[src/rtl/alu_arbiter.sv]
// Two-requester round-robin front end for a shared 32-bit multi-cycle ALU.
// Optional build macro DIV_ZERO_TRAP_EN: flag divide-by-zero on resp_err and finish it in one cycle.
module alu_arbiter #(
    parameter int MUL_LAT = 3,
    parameter int DIV_LAT = 8,
    parameter int CNT_W   = 4
) (
    input  logic        clk,
    input  logic        rst,
    input  logic        a_valid,
    output logic        a_ready,
    input  logic [31:0] a_x,
    input  logic [31:0] a_y,
    input  logic [2:0]  a_sel,
    input  logic        b_valid,
    output logic        b_ready,
    input  logic [31:0] b_x,
    input  logic [31:0] b_y,
    input  logic [2:0]  b_sel,
    output logic        resp_valid,
    output logic        resp_id,
    input  logic        resp_ready,
    output logic [31:0] resp_r,
    output logic        resp_z,
    output logic        resp_err,
    output logic        busy
);
    localparam logic [1:0] IDLE = 2'd0;
    localparam logic [1:0] EXEC = 2'd1;
    localparam logic [1:0] RESP = 2'd2;

    logic [1:0]       state;
    logic             rr_ptr;
    logic [CNT_W-1:0] cnt;
    logic [31:0]      op_x, op_y;
    logic [2:0]       op_sel;
    logic             op_id;

    logic             grant_valid, grant_id;
    logic [31:0]      g_y;
    logic [2:0]       g_sel;
    logic [CNT_W-1:0] g_lat;
    logic [31:0]      alu_r;
`ifdef DIV_ZERO_TRAP_EN
    logic             resp_err_q;
`endif

    always_comb begin
        grant_valid = a_valid | b_valid;
        if (a_valid && b_valid) grant_id = rr_ptr;
        else                    grant_id = b_valid;
    end

    assign a_ready = (state == IDLE) && grant_valid && !grant_id;
    assign b_ready = (state == IDLE) && grant_valid &&  grant_id;

    assign g_y   = grant_id ? b_y   : a_y;
    assign g_sel = grant_id ? b_sel : a_sel;

    always_comb begin
        g_lat = CNT_W'(1);
        if (g_sel == 3'd6) g_lat = CNT_W'(MUL_LAT);
        if (g_sel == 3'd7) g_lat = CNT_W'(DIV_LAT);
`ifdef DIV_ZERO_TRAP_EN
        // a zero divisor is known at issue, so skip the divider latency
        if (g_sel == 3'd7 && g_y == 32'd0) g_lat = CNT_W'(1);
`endif
    end

    always_comb begin
        alu_r = 32'd0;
        case (op_sel)
            3'd0: alu_r = op_x + op_y;
            3'd1: alu_r = op_x - op_y;
            3'd2: alu_r = op_x & op_y;
            3'd3: alu_r = op_x | op_y;
            3'd4: alu_r = {31'd0, op_x < op_y};
            3'd5: alu_r = op_x;
            3'd6: alu_r = op_x * op_y;
            3'd7: alu_r = (op_y == 32'd0) ? 32'hFFFF_FFFF : op_x / op_y;
            default: alu_r = 32'd0;
        endcase
    end

    always_ff @(posedge clk) begin
        if (rst) begin
            state      <= IDLE;
            rr_ptr     <= 1'b0;
            cnt        <= '0;
            op_x       <= '0;
            op_y       <= '0;
            op_sel     <= '0;
            op_id      <= 1'b0;
            resp_r     <= '0;
`ifdef DIV_ZERO_TRAP_EN
            resp_err_q <= 1'b0;
`endif
        end else begin
            case (state)
                IDLE: if (grant_valid) begin
                    op_x   <= grant_id ? b_x : a_x;
                    op_y   <= g_y;
                    op_sel <= g_sel;
                    op_id  <= grant_id;
                    rr_ptr <= ~grant_id;
                    cnt    <= g_lat;
                    state  <= EXEC;
                end
                EXEC: begin
                    cnt <= cnt - CNT_W'(1);
                    if (cnt == CNT_W'(1)) begin
                        resp_r     <= alu_r;
`ifdef DIV_ZERO_TRAP_EN
                        resp_err_q <= (op_sel == 3'd7) && (op_y == 32'd0);
`endif
                        state      <= RESP;
                    end
                end
                RESP: if (resp_ready) state <= IDLE;
                default: state <= IDLE;
            endcase
        end
    end

`ifdef DIV_ZERO_TRAP_EN
    assign resp_err = resp_err_q;
`else
    assign resp_err = 1'b0;
`endif

    assign resp_valid = (state == RESP);
    assign resp_id    = op_id;
    assign resp_z     = (resp_r == 32'd0);
    assign busy       = (state != IDLE);
endmodule

[config.mk]
export PLATFORM = sky130hd
export DESIGN_NAME = alu_arbiter
export DESIGN_NICKNAME = d
export VERILOG_FILES = /design/src/rtl/alu_arbiter.sv
export SDC_FILE = /design/constraint.sdc
export NUM_CORES = 2
export LEC_CHECK = 0
export ABC_AREA = 1
export CAP_MARGIN = 0
export CORE_UTILIZATION = 35
export CTS_BUF_LIST = sky130_fd_sc_hd__clkbuf_8 sky130_fd_sc_hd__clkbuf_16
export CTS_CLUSTER_DIAMETER = 150
export CTS_CLUSTER_SIZE = 24
export DETAILED_ROUTE_END_ITERATION = 12
export GPL_TIMING_DRIVEN = 0
export RECOVER_POWER = 100
export SETUP_SLACK_MARGIN = 0.15
export SKIP_LAST_GASP = 1
export SLEW_MARGIN = 20
export SYNTH_ARGS = -nofsm -noshare
export SYNTH_HDL_FRONTEND = slang
export SYNTH_SLANG_ARGS = --single-unit
[constraint.sdc]
create_clock -name clk -period 82.9 [get_ports clk]
set_clock_uncertainty 0.1 [all_clocks]
set_input_delay 12.435 -clock clk [delete_from_list [all_inputs] [get_ports clk]]
set_output_delay 12.435 -clock clk [all_outputs]
set_load 0.02 [all_outputs]
==> impl_metrics.tcl <==
set metrics [dict create \
    synth_edf_count 0 \
    reg2reg_slack_ns 6.90 \
    crit_fanout 10 \
    use_met3_pct 6.77 \
    crit_end "resp_r[0]" \
    insertion_delay_ns 0.42 \
    nFillCells 16682 \
    critical_path_class "register to register" \
    setup_tns_ns 0 \
    startpoint_type "register" \
    worstPathRequired_ns 83.14 \
    die-area_um2 158000 \
    routedWlPerCell_um 21.4 \
    cp_num_cells 499 \
    finalCritPeriodShare_pct 91.7 \
    drtIter0Drc 5129 \
    synthCells 8436 \
    num_vias 57201 \
    placed_cells 10674 \
    worst_hold_slack_ns 0.401 \
    port_buffers 175 \
    final_common_cell "nand2_1" \
    fin_crit_ns 76.00 \
    wirelength_um 229000 \
    met2_usage_pct 44.7 \
    gr-total-overflow 0 \
    min_path_type "register to register" \
    drv_cap 1 \
    cpMostUsedCell "nand2_1" \
    firstDrtPassIters 6 \
    hold_viol_final 0 \
    viasPerCell 5.34 \
    grt_pass1_wl_um 340000 \
    core.rowCount 144 \
    grt_max_degree 26 \
    dp_hpwl_um 190000 \
    cpMaxStageDelayCell "dfxtp_1" \
    dieWidth_um 397 \
    path_clk_slew_ns 0.09 \
    grt_antenna_before_repair 20 \
    cpPeakStageDelay_ns 1.07 \
    final_nets 9957 \
    netlist_area_um2 54700 \
    cts_buffers 9 \
    synth.avg_cell_area_um2 6.48 \
    stdcell_count 10711 \
    tightest_slew_ns 1.49 \
    drv_slew 1 \
    ys_seq_area_share_pct 3.92 \
    crit_arrival_ns 76.23 \
    ys.flop_type "dfxtp_1" \
    fin_area_um2 60200 \
    first_global_vias 55252 \
    critical-path-top-delay-family "compound AO/OA/AOI/OAI gates" \
    grt_util_met1_pct 37.1 \
    violations "max-capacitance violations, max-slew violations" \
    cts_tree "done" \
    grt.busiest_layer "met2" \
    path_buf_inv 76 \
    cts_root_buf "clkbuf_16" \
    drc 0 \
    clock_path_buffers 2 \
    cp-end-kind "register" \
    die_y_um 397 \
    final_layout_size_suffix_gt1_share_pct 6.84 \
    ant_nets 0 \
    synthArstFlopShare_pct 0 \
    ys_types 90 \
    worst-r2r-cell-count 499 \
    fmax_mhz 13.2 \
    place_area_um2 59400 \
    io_pins 178 \
    cts_num_sinks 107 \
    grt_use_total_pct 28.5 \
    place_congestion 1.05 \
    relSlewSlack_pct -0.0532 \
    setup.worst_path.start "op_y[20]" \
    mostFrequentLayoutCells "2214 x nand2_1, 1528 x inv_1, 752 x ha_1, 574 x a21oi_1, 410 x fa_1" \
    cts_max_level 3 \
    r2r_start "op_y[20]" \
    setup_viol_count_final 0 \
    outcome "finished, violations left" \
    syn_to_final_growth_pct 10.1 \
    coreArea_um2 155000 \
    synth_warnings 0 \
    cts_hold_buf 0 \
    r2r_end "resp_r[0]" \
    synth_seq_cells 107 \
    synthesis.nets 9737 \
    start_util_pct 35.4 \
]
==> final cells by class <==
| class | instances | area, µm² | area share [%] |
|---|---|---|---|
| sequential | 107 | 2150 | 3.57 |
| buffer | 284 | 1530 | 2.54 |
| inverter | 1609 | 6100 | 10.1 |
| clock buffer | 10 | 239 | 0.397 |
| multi-input combinational | 6436 | 45300 | 75.2 |
| clock inverter | 6 | 67.6 | 0.112 |
| timing repair buffer | 208 | 2240 | 3.73 |
| timing repair inverter | 1 | 7.51 | 0.0125 |
| antenna | 6 | 15.0 | 0.0249 |
| tap | 2044 | 2560 | 4.25 |
==> what timing repair did <==
item | 4_1_cts | 5_1_grt
endpoints found under the setup margin | 0 | 2
resized for setup | 0 | 122
setup buffers | 0 | 14
==> flip-flops by register name, summed over array words and instances (netlist names) <==
register,cells
op_x,32
op_y,32
resp_r,32
cnt,4
op_sel,3
state,2
resp_id,1
rr_ptr,1
==> logic make-up after synthesis <==
group,count (synthesis),share of synthesized area [%]
adder cells (fa/ha/maj),1162,32.2
AND/OR/NAND/NOR,3460,27.6
multiplexers,22,0.439
AO/OA/AOI/OAI,1360,15.1
buffers and inverters,1893,13.8
other,1,0.00686
XOR/XNOR,431,6.90
flip-flops,107,3.92
==> how the worst min path moves through the flow <==
stage / to / startpoint / slack [ns] / depth (start not counted)
finish: rr_ptr / rr_ptr / 0.40 / 2
global placement: rr_ptr / rr_ptr / 0.36 / 2
global route: rr_ptr / rr_ptr / 0.42 / 2
CTS: rr_ptr / rr_ptr / 0.39 / 2
floorplan: rr_ptr / rr_ptr / 0.35 / 2
detailed placement: rr_ptr / rr_ptr / 0.38 / 2
==> synth_stat cells, drive strengths merged (22+ instances only) <==
library cell	n	share of area, %
xor2	271	4.3
nand2	2280	16
o21bai	70	1.1
dfxtp	107	3.9
nor3	83	0.79
fa	410	15
nand4	78	0.92
a21o	24	0.33
mux2i	22	0.44
o22ai	22	0.25
clkbuf	178	1.5
o221ai	28	0.45
a21oi	625	6.3
nand3	458	4.8
inv	1602	11
a21boi	26	0.38
and2	43	0.49
buf	105	1.2
or2	77	0.88
o21ai	388	3.7
o211ai	22	0.30
ha	752	17
a211oi	25	0.34
nor2	372	2.9
xnor2	160	2.6
a31oi	28	0.34
nor4	51	0.61
==> metrics by stage <==
step / utilization, % / worst slack [ns]
after CTS: 38.6 / 2.20
after global routing: 38.9 / -0.0445
after floorplan: - / 19.49
final: 39.0 / 6.90
after detailed placement: 38.4 / 2.54
after global placement: 38.2 / 2.50
==> per-layer routing <==
layer  share of wire (%)  vias up
li1                    -    27300
met5               0.031        -
met2                  43     2374
met1                  42    27076
met4                 5.1       12
met3                  10      439
==> worst min-delay path: cells and delay by family (launching register included) <==
family          cells  cell delay [ns]
flops               1             0.33
simple gates        1             0.06
compound gates      1             0.06
Power is left out: the tool's default activity adds up to more than one toggle a clock period on the data nets, which glitch-free logic cannot reach.
